**config.mk**
```make
export PLATFORM = sky130hd
export DESIGN_NAME = serial_addsub_flat
export DESIGN_NICKNAME = d
export VERILOG_FILES = /design/src/rtl/serial_addsub_if.sv /design/src/rtl/serial_addsub.sv /design/src/flat_wrapper.sv
export SDC_FILE = /design/constraint.sdc
export NUM_CORES = 1
export LEC_CHECK = 0
export BUFFER_PORTS_ARGS = -buffer_cell sky130_fd_sc_hd__buf_2
export CELL_PAD_IN_SITES_DETAIL_PLACEMENT = 1
export CELL_PAD_IN_SITES_GLOBAL_PLACEMENT = 2
export CORE_ASPECT_RATIO = 0.5
export CORE_MARGIN = 10
export CORE_UTILIZATION = 34
export DETAILED_ROUTE_END_ITERATION = 12
export PLACE_DENSITY_LB_ADDON = 0.05
export SLEW_MARGIN = 10
export SYNTH_ARGS = -nofsm -noshare
export SYNTH_HDL_FRONTEND = slang
export SYNTH_SLANG_ARGS = --single-unit
```
**constraint.sdc**
```tcl
create_clock -name clk -period 2.2 [get_ports clk]
set_input_delay 0.11 -clock clk [delete_from_list [all_inputs] [get_ports clk]]
set_output_delay 0.11 -clock clk [all_outputs]
set_load 0.005 [all_outputs]
```
**src/rtl/serial_addsub_if.sv**
```systemverilog
// Operand / result bundle for the bit-serial adder/subtractor.
// master: switch/button side (drives operands and start strobe)
// slave : the arithmetic unit (drives result and handshake)
interface serial_addsub_if #(
    parameter int WIDTH = 4
);
    logic [WIDTH-1:0] a;
    logic [WIDTH-1:0] b;
    logic             sub;
    logic             start;
    logic [WIDTH:0]   o;
    logic             ovf;
    logic             busy;
    logic             done;

    modport master (
        output a, b, sub, start,
        input  o, ovf, busy, done
    );

    modport slave (
        input  a, b, sub, start,
        output o, ovf, busy, done
    );
endinterface

```
**src/rtl/serial_addsub.sv**
```systemverilog
// Bit-serial adder/subtractor, LSB first, one bit per clock.
// A button strobe is synchronised and edge-detected to launch one operation;
// the (WIDTH+1)-bit result and signed-overflow flag are held until the next one.
// Optional build macro ACCUMULATE_EN: operand A is the held result low bits
// (running total), and port a is ignored.
module serial_addsub #(
    parameter int WIDTH       = 4,
    parameter int SYNC_STAGES = 2
) (
    input  logic          clk,
    input  logic          rst_n,
    serial_addsub_if.slave bus
);
    localparam int CW = (WIDTH > 2) ? $clog2(WIDTH) : 1;
    localparam logic [CW-1:0] LAST_BIT = CW'(WIDTH - 1);

    localparam logic [1:0] S_IDLE  = 2'd0;
    localparam logic [1:0] S_SHIFT = 2'd1;
    localparam logic [1:0] S_DONE  = 2'd2;

    function automatic logic maj(input logic x, input logic y, input logic z);
        return (x & y) | (x & z) | (y & z);
    endfunction

    // Signed overflow: operands agree in sign but the result sign differs.
    function automatic logic sovf(input logic sa, input logic sb, input logic ss);
        return (sa == sb) && (ss != sa);
    endfunction

    logic [1:0]             state;
    logic [SYNC_STAGES-1:0] sync_p;
    logic                   prev;
    logic                   launch;
    logic [CW-1:0]          cnt;
    logic [WIDTH-1:0]       opa;
    logic [WIDTH-1:0]       opb;
    logic [WIDTH-1:0]       s;
    logic                   carry;
    logic                   sub_q;
    logic [WIDTH-1:0]       opa_src;
    logic                   ai;
    logic                   bi;
    logic                   sbit;
    logic                   cnext;

`ifdef ACCUMULATE_EN
    assign opa_src = bus.o[WIDTH-1:0];
`else
    assign opa_src = bus.a;
`endif

    assign launch = sync_p[SYNC_STAGES-1] & ~prev;
    assign ai     = opa[0];
    assign bi     = opb[0];
    assign sbit   = ai ^ bi ^ carry;
    assign cnext  = maj(ai, bi, carry);

    // Start-strobe synchroniser and previous-level flop for rising-edge detect.
    always_ff @(posedge clk or negedge rst_n) begin
        if (!rst_n) begin
            sync_p <= '0;
            prev   <= 1'b0;
        end else begin
            sync_p <= {sync_p[SYNC_STAGES-2:0], bus.start};
            prev   <= sync_p[SYNC_STAGES-1];
        end
    end

    // Control FSM; result registers load on the last serial bit so done and o appear together.
    always_ff @(posedge clk or negedge rst_n) begin
        if (!rst_n) begin
            state    <= S_IDLE;
            cnt      <= '0;
            bus.busy <= 1'b0;
            bus.done <= 1'b0;
            bus.o    <= '0;
            bus.ovf  <= 1'b0;
        end else begin
            case (state)
                S_IDLE: begin
                    bus.done <= 1'b0;
                    if (launch) begin
                        state    <= S_SHIFT;
                        bus.busy <= 1'b1;
                        cnt      <= '0;
                    end
                end
                S_SHIFT: begin
                    cnt <= cnt + 1'b1;
                    if (cnt == LAST_BIT) begin
                        state    <= S_DONE;
                        bus.busy <= 1'b0;
                        bus.done <= 1'b1;
                        bus.o    <= {sub_q ? ~cnext : cnext, sbit, s[WIDTH-1:1]};
                        bus.ovf  <= sovf(ai, bi, sbit);
                    end
                end
                S_DONE: begin
                    bus.done <= 1'b0;
                    state    <= S_IDLE;
                end
                default: begin
                    state    <= S_IDLE;
                    bus.busy <= 1'b0;
                    bus.done <= 1'b0;
                end
            endcase
        end
    end

    // Serial datapath: operands shift right, sum bits enter at the MSB.
    always_ff @(posedge clk) begin
        if (state == S_IDLE && launch) begin
            opa   <= opa_src;
            opb   <= bus.sub ? ~bus.b : bus.b;
            carry <= bus.sub;
            sub_q <= bus.sub;
        end else if (state == S_SHIFT) begin
            opa   <= opa >> 1;
            opb   <= opb >> 1;
            s     <= {sbit, s[WIDTH-1:1]};
            carry <= cnext;
        end
    end
endmodule

```
**src/flat_wrapper.sv**
```systemverilog
// flat-port wrapper written by rule: the top's interface ports become plain ports
module serial_addsub_flat 
#(
    parameter int WIDTH       = 4,
    parameter int SYNC_STAGES = 2
)
  (clk, rst_n, bus_a, bus_b, bus_sub, bus_start, bus_o, bus_ovf, bus_busy, bus_done);
  serial_addsub_if #(.WIDTH(WIDTH)) bus_i ();
  input  logic clk;
  input  logic rst_n;
  input wire logic [$bits(bus_i.a)-1:0] bus_a;
  input wire logic [$bits(bus_i.b)-1:0] bus_b;
  input wire logic [$bits(bus_i.sub)-1:0] bus_sub;
  input wire logic [$bits(bus_i.start)-1:0] bus_start;
  output wire logic [$bits(bus_i.o)-1:0] bus_o;
  output wire logic [$bits(bus_i.ovf)-1:0] bus_ovf;
  output wire logic [$bits(bus_i.busy)-1:0] bus_busy;
  output wire logic [$bits(bus_i.done)-1:0] bus_done;
  assign bus_i.a = bus_a;
  assign bus_i.b = bus_b;
  assign bus_i.sub = bus_sub;
  assign bus_i.start = bus_start;
  assign bus_o = bus_i.o;
  assign bus_ovf = bus_i.ovf;
  assign bus_busy = bus_i.busy;
  assign bus_done = bus_i.done;
  serial_addsub #(.WIDTH(WIDTH), .SYNC_STAGES(SYNC_STAGES)) u_core (.clk(clk), .rst_n(rst_n), .bus(bus_i));
endmodule
```
==> run summary, run 1 <==
Die Span Y = 61.0 um
Inst Count DP = 142
Shortest clock period the worst path allows after layout = 1790 ps
Core region area = 3100 um2
Max Clk Rate = 559 MHz
Footprint of the multi-input gates = 339 um2
Maximum buffer depth of the clock tree = 2
Largest area contributor in the netlist = edfxtp_1
Worst setup slack after layout = 411 ps
Cell count after synthesis = 86
Cells taking the most area after synthesis = edfxtp_1 34%, dfrtp_1 33%, nand2_1 6.6%
Hold Crit Start = bus_a[1]
Async SR Flop Fraction = 53.6%
Antenna diodes = 0
DRC = 0
Reg-to-reg setup timing slack = 410 ps
Overall routed net length = 2050 um
CTS Root Cell = clkbuf_8
Type of the worst setup path = flop to flop
Pin slew with the least headroom to its limit = 403 ps
Final global-route overflow total = 0
Most common library cell in the layout ignoring fill and taps = nand2_1
Static leakage = 0.609 nW
Layout Nets = 124
Max Slew Vio Count = 0
CTS resizes = 0
Unrepaired setup endpoints after global routing = no
Avg WL per Cell = 13.8 um
Total of endpoints with negative setup slack in the final report = 0
Number of distinct library cell variants in the gate-level netlist after synthesis = 23
Final Cycle Share = 81.3%
Total vias in the final route = 659
Critical path launch point type = flop
Filler Cells Inserted = 341
Vias in the first global route = 738
H-tree levels = 1
Min-delay worst type = primary input to flop
Drt first-iter violations = 15
Sink Count = 28
Sort of element at the end of the critical path = flop
Commonest cells after routing, fill and taps aside = 20 x nand2_1, 19 x buf_2, 15 x dfrtp_1
Antenna violations before repair = 0
Number of primary I/O pins = 20
EDFF count, synth = 13
Status = finished, final reports clean
Placer Congestion = 0.669
Total nets after synthesis = 101
Number of register bits inferred by synthesis = 28
Startpoint of the lowest-slack register-to-register path = u_core.state[1]
Max Cap Violations = 0
Critical Path RT = 2140 ps
Endpoint with the worst hold slack = u_core.opa[1]
HPWL after detailed placement = 1590 um
Power per unit of standard cell area = 1400 nW/um2
Count of TritonRoute iterations in the first routing pass = 3
Mean cell area of the mapped netlist = 13.3 um2
Total negative setup slack = 0 ps
FF-to-FF End = u_core.opb[1]
Synth Warn # = 0
Initial Utilization = 36.8%
Seq/Total Area, Yosys = 67.0%
Setup slack after placement = 398 ps
Average via count per standard cell = 4.45
Skew-Pair Late Insertion Delay = 270 ps
Worst Hold Depth = 3
Die Span X = 102 um
Worst Clk Skew = 3.99 ps
TritonCTS clock tree = built
Critical path arrival = 1730 ps
Share of post-route cells with drive strength above 1 = 31.5%
Layout-stage area growth over the synthesis result = 18.0%
Port buffer count = 19
FF-to-FF path depth = 2
Register clock-pin slew on the reported worst setup and hold paths = 100 ps
Largest net degree at the start of global routing = 18
Final hold vios = 0
Cell row count = 14
Number of clock buffers inserted by TritonCTS = 3
Netlist area before placement = 1140 um2
Aggregate global-route resource usage = 7.32%
Crit path max fanout = 17
Most used flip-flop cell after synthesis = dfrtp_1
Normalized max-slew margin = 73.1%
Maximum vdd drop = 0.415 mV
Post-route antenna net violation count = 0
Global-route wire length before repair = 3490 um
Non-filler instance count after layout = 148
Reg area = 766 um2
Die Footprint = 6220 um2
Share of the synthesized area in the top cell type = 34.2%
## worst max-delay path by stage
stage	start	endpoint	slack, ps	cells past startpoint
final	u_core.state[1]	u_core.opb[1]	410	2
after global routing	u_core.state[1]	u_core.opa[2]	300	2
after CTS	u_core.state[1]	u_core.opa[2]	380	2
after detailed placement	u_core.state[1]	u_core.opa[1]	400	2
after global placement	u_core.state[1]	u_core.opa[3]	480	2
after floorplan	u_core.state[1]	u_core.carry	480	4
## layout make-up
| class | count | share of cell area, % |
|---|---|---|
| inverters | 3 | 0.836 |
| clock buffers | 4 | 4.92 |
| multi-input cells | 52 | 25.2 |
| repair buffers | 21 | 8.54 |
| well taps | 40 | 3.71 |
| flip-flops and latches | 28 | 56.8 |
## through the flow
step	util, %	total power, mW	cell area, um2	hold slack [ps]
CTS	43.5	1.93	1350	85.5
detailed placement	40.7	1.57	1260	27.7
global placement	40.7	1.51	1260	17.4
global route	43.5	2.06	1350	88.9
floorplan	-	1.35	1140	-186
finish	43.5	1.89	1350	96.5
## repair_timing
| action | CTS | global route |
|---|---|---|
| endpoints found under the hold margin | 16 | 0 |
| buffers inserted | 0 | 0 |
| hold buffers | 2 | 0 |
## worst max-delay path, stage by stage, from the launching register on
cell,delay [ps]
dfrtp_1,410
or4b_4,680
nand2_1,360
## power breakdown
part / switching, mW / internal (mW) / leakage [nW]
Sequential: 0.111 / 0.842 / 0.312
Clock: 0.160 / 0.198 / 0.0339
Combinational: 0.319 / 0.258 / 0.262
## sequential cells by signal (all words and copies together) (netlist names)
register         flops
u_core.opb           4
u_core.sync_p        2
u_core.sub_q         1
u_core.cnt           2
u_core.bus.busy      1
u_core.bus.o         5
u_core.bus.done      1
u_core.carry         1
u_core.prev          1
u_core.s             3
u_core.opa           4
u_core.bus.ovf       1
u_core.state         2
## synth_stat cells, types with 2 or more instances
library cell,count
buf_6,2
dfrtp_1,15
edfxtp_1,13
ha_1,2
inv_1,2
mux2_2,4
nand2_1,20
nand2_2,2
nor2_1,2
o21ai_0,6
xnor2_1,6
## cells by family (layout without fill, tap and decap cells)
logic type               after synthesis  count (layout)  share of synthesized area, %
flip-flops                            28              28                          67.0
AND/OR/NAND/NOR                       31              31                          13.1
XOR/XNOR                               6               6                          4.60
buffers and inverters                  6              28                          3.29
AO/OA/AOI/OAI                          8               8                          4.05
adder cells (fa/ha/maj)                3               3                          3.94
multiplexers                           4               4                          3.94
## metal layers
layer  global-route usage, %  vias up  share of wire [%]
met3                    4.54        2                8.2
met1                    8.34      311                 45
met4                    1.79        0               0.59
li1                        -      329                  -
met2                    11.5       17                 46
met5                       0        -                  0
Note: power is estimated with default switching activity, not from simulation.
==> inputs of run 2 (changes only) <==
--- a/config.mk
+++ b/config.mk
@@ -10,7 +10,7 @@
 export CELL_PAD_IN_SITES_GLOBAL_PLACEMENT = 2
 export CORE_ASPECT_RATIO = 0.5
 export CORE_MARGIN = 10
-export CORE_UTILIZATION = 34
+export CORE_UTILIZATION = 33
 export DETAILED_ROUTE_END_ITERATION = 12
 export PLACE_DENSITY_LB_ADDON = 0.05
 export SLEW_MARGIN = 10
==> constraint.sdc (replaced) <==
create_clock -name clk -period 1.5 [get_ports clk]
set_input_delay 0.075 -clock clk [delete_from_list [all_inputs] [get_ports clk]]
set_output_delay 0.075 -clock clk [all_outputs]
set_load 0.005 [all_outputs]
==> run 2 against run 1 <==
  * The run now ends with setup timing left
  * Clock-buffer cell count unchanged
  * Clock skew down 2.2 ps
  * Non-clock buffer count up 5
  * Via count up 5.8%
  * Utilization up 1.3 points
  * Largest cell class unchanged
==> run summary, run 2 (same netlist as run 1, synthesis figures left out) <==
Critical Path RT = 1540 ps (was 2140 ps)
Min-delay worst type = primary input to flop (unchanged)
Final cell utilization of the core = 44.8% (was 43.5%)
Share of post-route cells with drive strength above 1 = 36.3% (was 31.5%)
Status = finished with violations (was finished, final reports clean)
Switching power = 920 uW (was 589 uW)
Layout Nets = 129 (was 124)
Number of flip-flops under the largest register name = 5 (unchanged)
Vias in the first global route = 768 (was 738)
TritonCTS clock tree = built (unchanged)
Normalized max-slew margin = 71.1% (was 73.1%)
Drt first-iter violations = 13 (was 15)
Die Span X = 103 um (was 102 um)
FF-to-FF path depth = 4 (was 2)
Crit. Startpoint = u_core.state[0] (was u_core.state[1])
Startpoint of the lowest-slack register-to-register path = u_core.state[0] (was u_core.state[1])
Die Span Y = 61.6 um (was 61.0 um)
Shortest clock period the worst path allows after layout = 1500 ps (was 1790 ps)
Maximum buffer depth of the clock tree = 2 (unchanged)
Port buffer count = 19 (unchanged)
H-tree levels = 1 (unchanged)
Max Cap Violations = 0 (unchanged)
Total of endpoints with negative setup slack in the final report = 1 (was 0)
Net Sw Frac = 32.3% (was 31.2%)
Number of clock buffers inserted by TritonCTS = 3 (unchanged)
Sink Count = 28 (unchanged)
Antenna violations before repair = 0 (unchanged)
Critical path launch point type = flop (unchanged)
Biggest regs = u_core.bus.o x5, u_core.opa x4, u_core.opb x4 (unchanged)
Violated checks = setup timing
Type of the worst setup path = flop to flop (unchanged)
Initial Utilization = 36.2% (was 36.8%)
Register containing the most flip-flops in the final layout = u_core.bus.o (unchanged)
Max Clk Rate = 666 MHz (was 559 MHz)
Reg-to-reg setup timing slack = -2 ps (was 410 ps)
DRC = 0 (unchanged)
Cell row count = 14 (unchanged)
Combinational cell fraction of total power = 34.8% (was 30.6%)
CTS Root Cell = clkbuf_8 (unchanged)
Crit path max fanout = 7 (was 17)
Final global-route overflow total = 0 (unchanged)
Total Power = 2.85 mW (was 1.89 mW)
Average via count per standard cell = 4.56 (was 4.45)
Largest net degree at the start of global routing = 16 (was 18)
Aggregate global-route resource usage = 7.78% (was 7.32%)
Cell internal pwr = 1.93 mW (was 1.30 mW)
Global-route wire length before repair = 3690 um (was 3490 um)
Max Slew Vio Count = 0 (unchanged)
Avg WL per Cell = 14.8 um (was 13.8 um)
Post-route antenna net violation count = 0 (unchanged)
Core region area = 3150 um2 (was 3100 um2)
Die Footprint = 6360 um2 (was 6220 um2)
Overall routed net length = 2270 um (was 2050 um)
Total vias in the final route = 697 (was 659)
Layout-stage area growth over the synthesis result = 23.5% (was 18.0%)
Commonest cells after routing, fill and taps aside = 19 x nand2_1, 19 x buf_2, 15 x dfrtp_1 (was 20 x nand2_1, 19 x buf_2, 15 x dfrtp_1)
Part of the power in the clock network = 16.2% (was 18.9%)
Placer Congestion = 0.718 (was 0.669)
FF-to-FF End = u_core.opa[1] (was u_core.opb[1])
Worst setup path end = u_core.opa[1] (was u_core.opb[1])
Worst Clk Skew = 1.82 ps (was 3.99 ps)
Register clock-pin slew on the reported worst setup and hold paths = 90 ps (was 100 ps)
Power per unit of standard cell area = 2020 nW/um2 (was 1400 nW/um2)
Final Cycle Share = 100% (was 81.3%)
Final hold vios = 0 (unchanged)
Skew-Pair Late Insertion Delay = 270 ps (about the same)
Number of primary I/O pins = 20 (unchanged)
Sort of element at the end of the critical path = flop (unchanged)
Count of TritonRoute iterations in the first routing pass = 4 (was 3)
Critical path arrival = 1540 ps (was 1730 ps)
Pin slew with the least headroom to its limit = 434 ps (was 403 ps)
Unrepaired setup endpoints after global routing = yes (was no)
Sequential power share = 49.0% (was 50.5%)
Worst setup slack after layout = -2.00 ps (was 411 ps)
HPWL after detailed placement = 1670 um (was 1590 um)
Antenna diodes = 0 (unchanged)
Static leakage = 0.633 nW (was 0.609 nW)
Maximum vdd drop = 0.476 mV (was 0.415 mV)
run 2: metal layers:
layer  GRT usage [%]  vias up  wire length (um)
li1                -      340                 -
met1            8.96      339              1120
met2            13.0       18               989
met3            4.47        0               162
met4           0.589        0                 0
met5               0        -                 0
run 2: what timing repair did:
action                                  in CTS  in global routing
hold buffers                                 2                  0
gates cloned                                 0                  0
endpoints found under the setup margin      13                 20
gates resized for setup                      2                  4
pin swaps                                    1                  2
setup buffers                                3                  0
hold endpoints to repair                    16                  0
run 2: worst min path at each step:
| stage | endpoint | depth (start not counted) | slack (ps) | startpoint |
|---|---|---|---|---|
| floorplan | u_core.bus.busy | 0 | -220 | rst_n |
| global placement | u_core.bus.done | 1 | -10 | rst_n |
| detailed placement | u_core.bus.busy | 1 | -2 | rst_n |
| CTS | u_core.opa[2] | 3 | 60 | bus_a[2] |
| global route | u_core.opa[2] | 3 | 70 | bus_a[2] |
| finish | u_core.opa[2] | 3 | 70 | bus_a[2] |
run 2: through the flow:
stage | setup TNS, ps | hold slack, ps | worst slack, ps | instance area, um2 | instances
after floorplan | -494 | -221 | -43.8 | 1160 | 86
after global placement | 0 | -14.4 | 33.0 | 1290 | 144
after detailed placement | -16.6 | -1.57 | -9.09 | 1290 | 144
after CTS | 0 | 57.6 | 0.409 | 1400 | 153
after global routing | -289 | 71.7 | -23.1 | 1410 | 153
final | -2.00 | 66.7 | -2.00 | 1410 | 153
run 2: power by group through the flow:
stage                     Clock (mW)  Sequential (mW)  Combinational, mW
final                          0.463             1.40              0.991
after detailed placement           0             1.42              0.954
after CTS                      0.484             1.40               1.01
after global routing           0.503             1.44               1.14
after global placement             0             1.40              0.897
after floorplan                    0             1.39              0.642
run 2: worst max-delay path, cell delays in order (launching register included):
cell and delay [ps]:
dfrtp_1 390, or4b_4 560, buf_12 170, nand2_1 80, nand2_1 60
run 2: cell type report:
class / count / area [um2]
Inverter: 3 / 13.8
Clock buffer: 4 / 55.1
Sequential cell: 28 / 766
Timing Repair Buffer: 26 / 169
Tap cell: 40 / 50.0
Multi-Input combinational cell: 52 / 358
Fill cell: 341 / 1740
==> inputs of run 3 (changes only) <==
--- a/config.mk
+++ b/config.mk
@@ -12,7 +12,7 @@
 export CORE_MARGIN = 10
 export CORE_UTILIZATION = 33
 export DETAILED_ROUTE_END_ITERATION = 12
-export PLACE_DENSITY_LB_ADDON = 0.05
+export PLACE_DENSITY = 0.83
 export SLEW_MARGIN = 10
 export SYNTH_ARGS = -nofsm -noshare
 export SYNTH_HDL_FRONTEND = slang
==> run 3 against run 2 <==
  * The flow now finishes without violations
  * Utilization grew 0.71 points
  * First-iteration DRC count up 15%
  * Sequential share of layout area down 0.85 points
==> run summary, run 3 (same netlist as run 1, synthesis figures left out) <==
Sequence of cells on the critical path = or4b_4 -> buf_12 -> nand2_8 (was or4b_4 -> buf_12 -> nand2_1 -> nand2_1)
Critical path arrival = 1480 ps (was 1540 ps)
Worst hold slack = 59.5 ps (was 66.7 ps)
Met2 usage in global routing = 11.7% (was 13.0%)
Filler Cells Inserted = 342 (was 341)
Port buffer count = 19 (unchanged)
Drt first-iter violations = 15 (was 13)
Power per unit of standard cell area = 2030 nW/um2 (was 2020 nW/um2)
Crit. Startpoint = u_core.prev (was u_core.state[0])
H-tree levels = 1 (unchanged)
FF-to-FF End = u_core.opb[0] (was u_core.opa[1])
Global routing usage on met1 = 8.78% (was 8.96%)
Final hold vios = 0 (unchanged)
Die Span X = 103 um (unchanged)
Pin slew with the least headroom to its limit = 423 ps (was 434 ps)
Cell internal pwr = 2.00 mW (was 1.93 mW)
Placer Congestion = 0.677 (was 0.718)
Unrepaired setup endpoints after global routing = yes (unchanged)
Combinational cell fraction of total power = 34.1% (was 34.8%)
Footprint of the multi-input gates = 358 um2 (unchanged)
Normalized max-slew margin = 71.8% (was 71.1%)
Type of the worst setup path = flop to flop (unchanged)
Die Footprint = 6360 um2 (unchanged)
Reg-to-reg setup timing slack = 20 ps (was -2 ps)
Register clock-pin slew on the reported worst setup and hold paths = 100 ps (was 90 ps)
Min-delay worst type = primary input to flop (unchanged)
Vias in the first global route = 723 (was 768)
Initial Utilization = 36.2% (unchanged)
Largest net degree at the start of global routing = 17 (was 16)
Layout Cell Area excl Fill = 1430 um2 (was 1410 um2)
Shortest clock period the worst path allows after layout = 1480 ps (was 1500 ps)
Sink Count = 28 (unchanged)
Crit path max fanout = 9 (was 7)
FF-to-FF path depth = 3 (was 4)
Number of clock buffers inserted by TritonCTS = 3 (unchanged)
Most Crowded Layer GR = met2 (unchanged)
Layout Nets = 130 (was 129)
HPWL after detailed placement = 1540 um (was 1670 um)
CTS Root Cell = clkbuf_8 (unchanged)
Register containing the most flip-flops in the final layout = u_core.bus.o (unchanged)
Worst Clk Skew = 5.65 ps (was 1.82 ps)
Maximum vdd drop = 0.668 mV (was 0.476 mV)
Avg WL per Cell = 14.3 um (was 14.8 um)
Static leakage = 0.645 nW (was 0.633 nW)
Overall routed net length = 2200 um (was 2270 um)
Total of endpoints with negative setup slack in the final report = 0 (was 1)
Antenna diodes = 0 (unchanged)
Critical path launch point type = flop (unchanged)
Critical Path RT = 1490 ps (was 1540 ps)
Max Cap Violations = 0 (unchanged)
Share of post-route cells with drive strength above 1 = 36.8% (was 36.3%)
Total vias in the final route = 709 (was 697)
Count of TritonRoute iterations in the first routing pass = 2 (was 4)
Sort of element at the end of the critical path = flop (unchanged)
Status = finished, final reports clean (was finished with violations)
Antenna violations before repair = 0 (unchanged)
Maximum buffer depth of the clock tree = 2 (unchanged)
Max Slew Vio Count = 0 (unchanged)
Post-route antenna net violation count = 0 (unchanged)
Core region area = 3150 um2 (unchanged)
Switching power = 912 uW (was 920 uW)
Net Sw Frac = 31.3% (was 32.3%)
Skew-Pair Late Insertion Delay = 280 ps (was 270 ps)
Die Span Y = 61.6 um (unchanged)
Commonest cells after routing, fill and taps aside = 19 x nand2_1, 19 x buf_2, 15 x dfrtp_1 (unchanged)
Cell area reported after detailed placement = 1300 um2 (was 1290 um2)
CP max-delay cell = or4b_4 (unchanged)
Final global-route overflow total = 0 (unchanged)
Global-route wire length before repair = 3580 um (was 3690 um)
DRC = 0 (unchanged)
Slowest cell delay on critical path = 560 ps (about the same)
Layout-stage area growth over the synthesis result = 25.5% (was 23.5%)
TritonCTS clock tree = built (unchanged)
Biggest regs = u_core.bus.o x5, u_core.opa x4, u_core.opb x4 (unchanged)
Startpoint of the lowest-slack register-to-register path = u_core.prev (was u_core.state[0])
Number of primary I/O pins = 20 (unchanged)
Reg area = 766 um2 (unchanged)
Sequential power share = 47.6% (was 49.0%)
Max Clk Rate = 674 MHz (was 666 MHz)
Part of the power in the clock network = 18.3% (was 16.2%)
Number of flip-flops under the largest register name = 5 (unchanged)
Aggregate global-route resource usage = 7.59% (was 7.78%)
Average via count per standard cell = 4.60 (was 4.56)
Cell row count = 14 (unchanged)
Worst setup path end = u_core.opb[0] (was u_core.opa[1])
Final Cycle Share = 99.0% (was 100%)
Met3 routing resource usage after global routing = 3.46% (was 4.47%)
-- run 3: cell types whose count changed in the layout (fill, tap and decap cells not counted), sizes merged --
| cell | delta |
|---|---|
| buf | +1 |
-- run 3: power by group through the flow --
stage / registers, mW / logic (mW) / clock network (mW)
2_1_floorplan: 1.39 / 0.642 / 0
3_3_place_gp: 1.39 / 0.916 / 0
3_5_place_dp: 1.41 / 0.945 / 0
4_1_cts: 1.39 / 0.994 / 0.546
5_1_grt: 1.44 / 1.14 / 0.578
6_report: 1.39 / 0.992 / 0.532
-- run 3: worst min-delay path by stage --
stage / from / endpoint / slack (ps) / cells after the start
CTS: bus_a[2] / u_core.opa[2] / 50 / 3
floorplan: rst_n / u_core.bus.busy / -220 / 0
global route: bus_a[0] / u_core.opa[0] / 60 / 3
detailed placement: rst_n / u_core.bus.o[4] / 0.7 / 1
global placement: rst_n / u_core.bus.o[4] / -3 / 1
finish: bus_a[2] / u_core.opa[2] / 60 / 3
-- run 3: stage by stage --
| stage | power, mW | TNS [ps] | util, % | setup WS [ps] | cells |
|---|---|---|---|---|---|
| final | 2.91 | 0 | 45.5 | 15.6 | 154 |
| after global routing | 3.16 | -223 | 45.5 | -22.0 | 154 |
| after CTS | 2.93 | 0 | 45.1 | 10.7 | 154 |
| after detailed placement | 2.36 | 0 | 41.2 | 5.29 | 145 |
| after global placement | 2.31 | 0 | 41.2 | 21.3 | 145 |
| after floorplan | 2.04 | -494 | - | -43.8 | 86 |
-- run 3: layer usage --
layer	vias to the layer above	routed length, um
met1	345	1030
li1	344	-
met4	0	45
met3	5	133
met2	15	984
met5	-	0
-- run 3: cell type report --
type                    instances  share of cell area, %
repair buffers                 27                   12.6
clock buffers                   4                   4.62
inverters                       3                  0.960
multi-input cells              52                   25.0
well taps                      40                   3.49
flip-flops and latches         28                   53.4
-- run 3: what timing repair did --
action / in CTS / in global routing
gates resized for setup: 1 / 6
setup endpoints to repair: 12 / 20
hold buffers: 2 / 0
pin swaps: 1 / 2
setup buffers: 3 / 0
hold endpoints to repair: 16 / 0
-- run 3: critical path, delay by kind of cell, from the launching register on --
kind	cells	cell delay [ps]
flip-flops	1	370
AND/OR/NAND/NOR	2	650
buffers and inverters	1	170
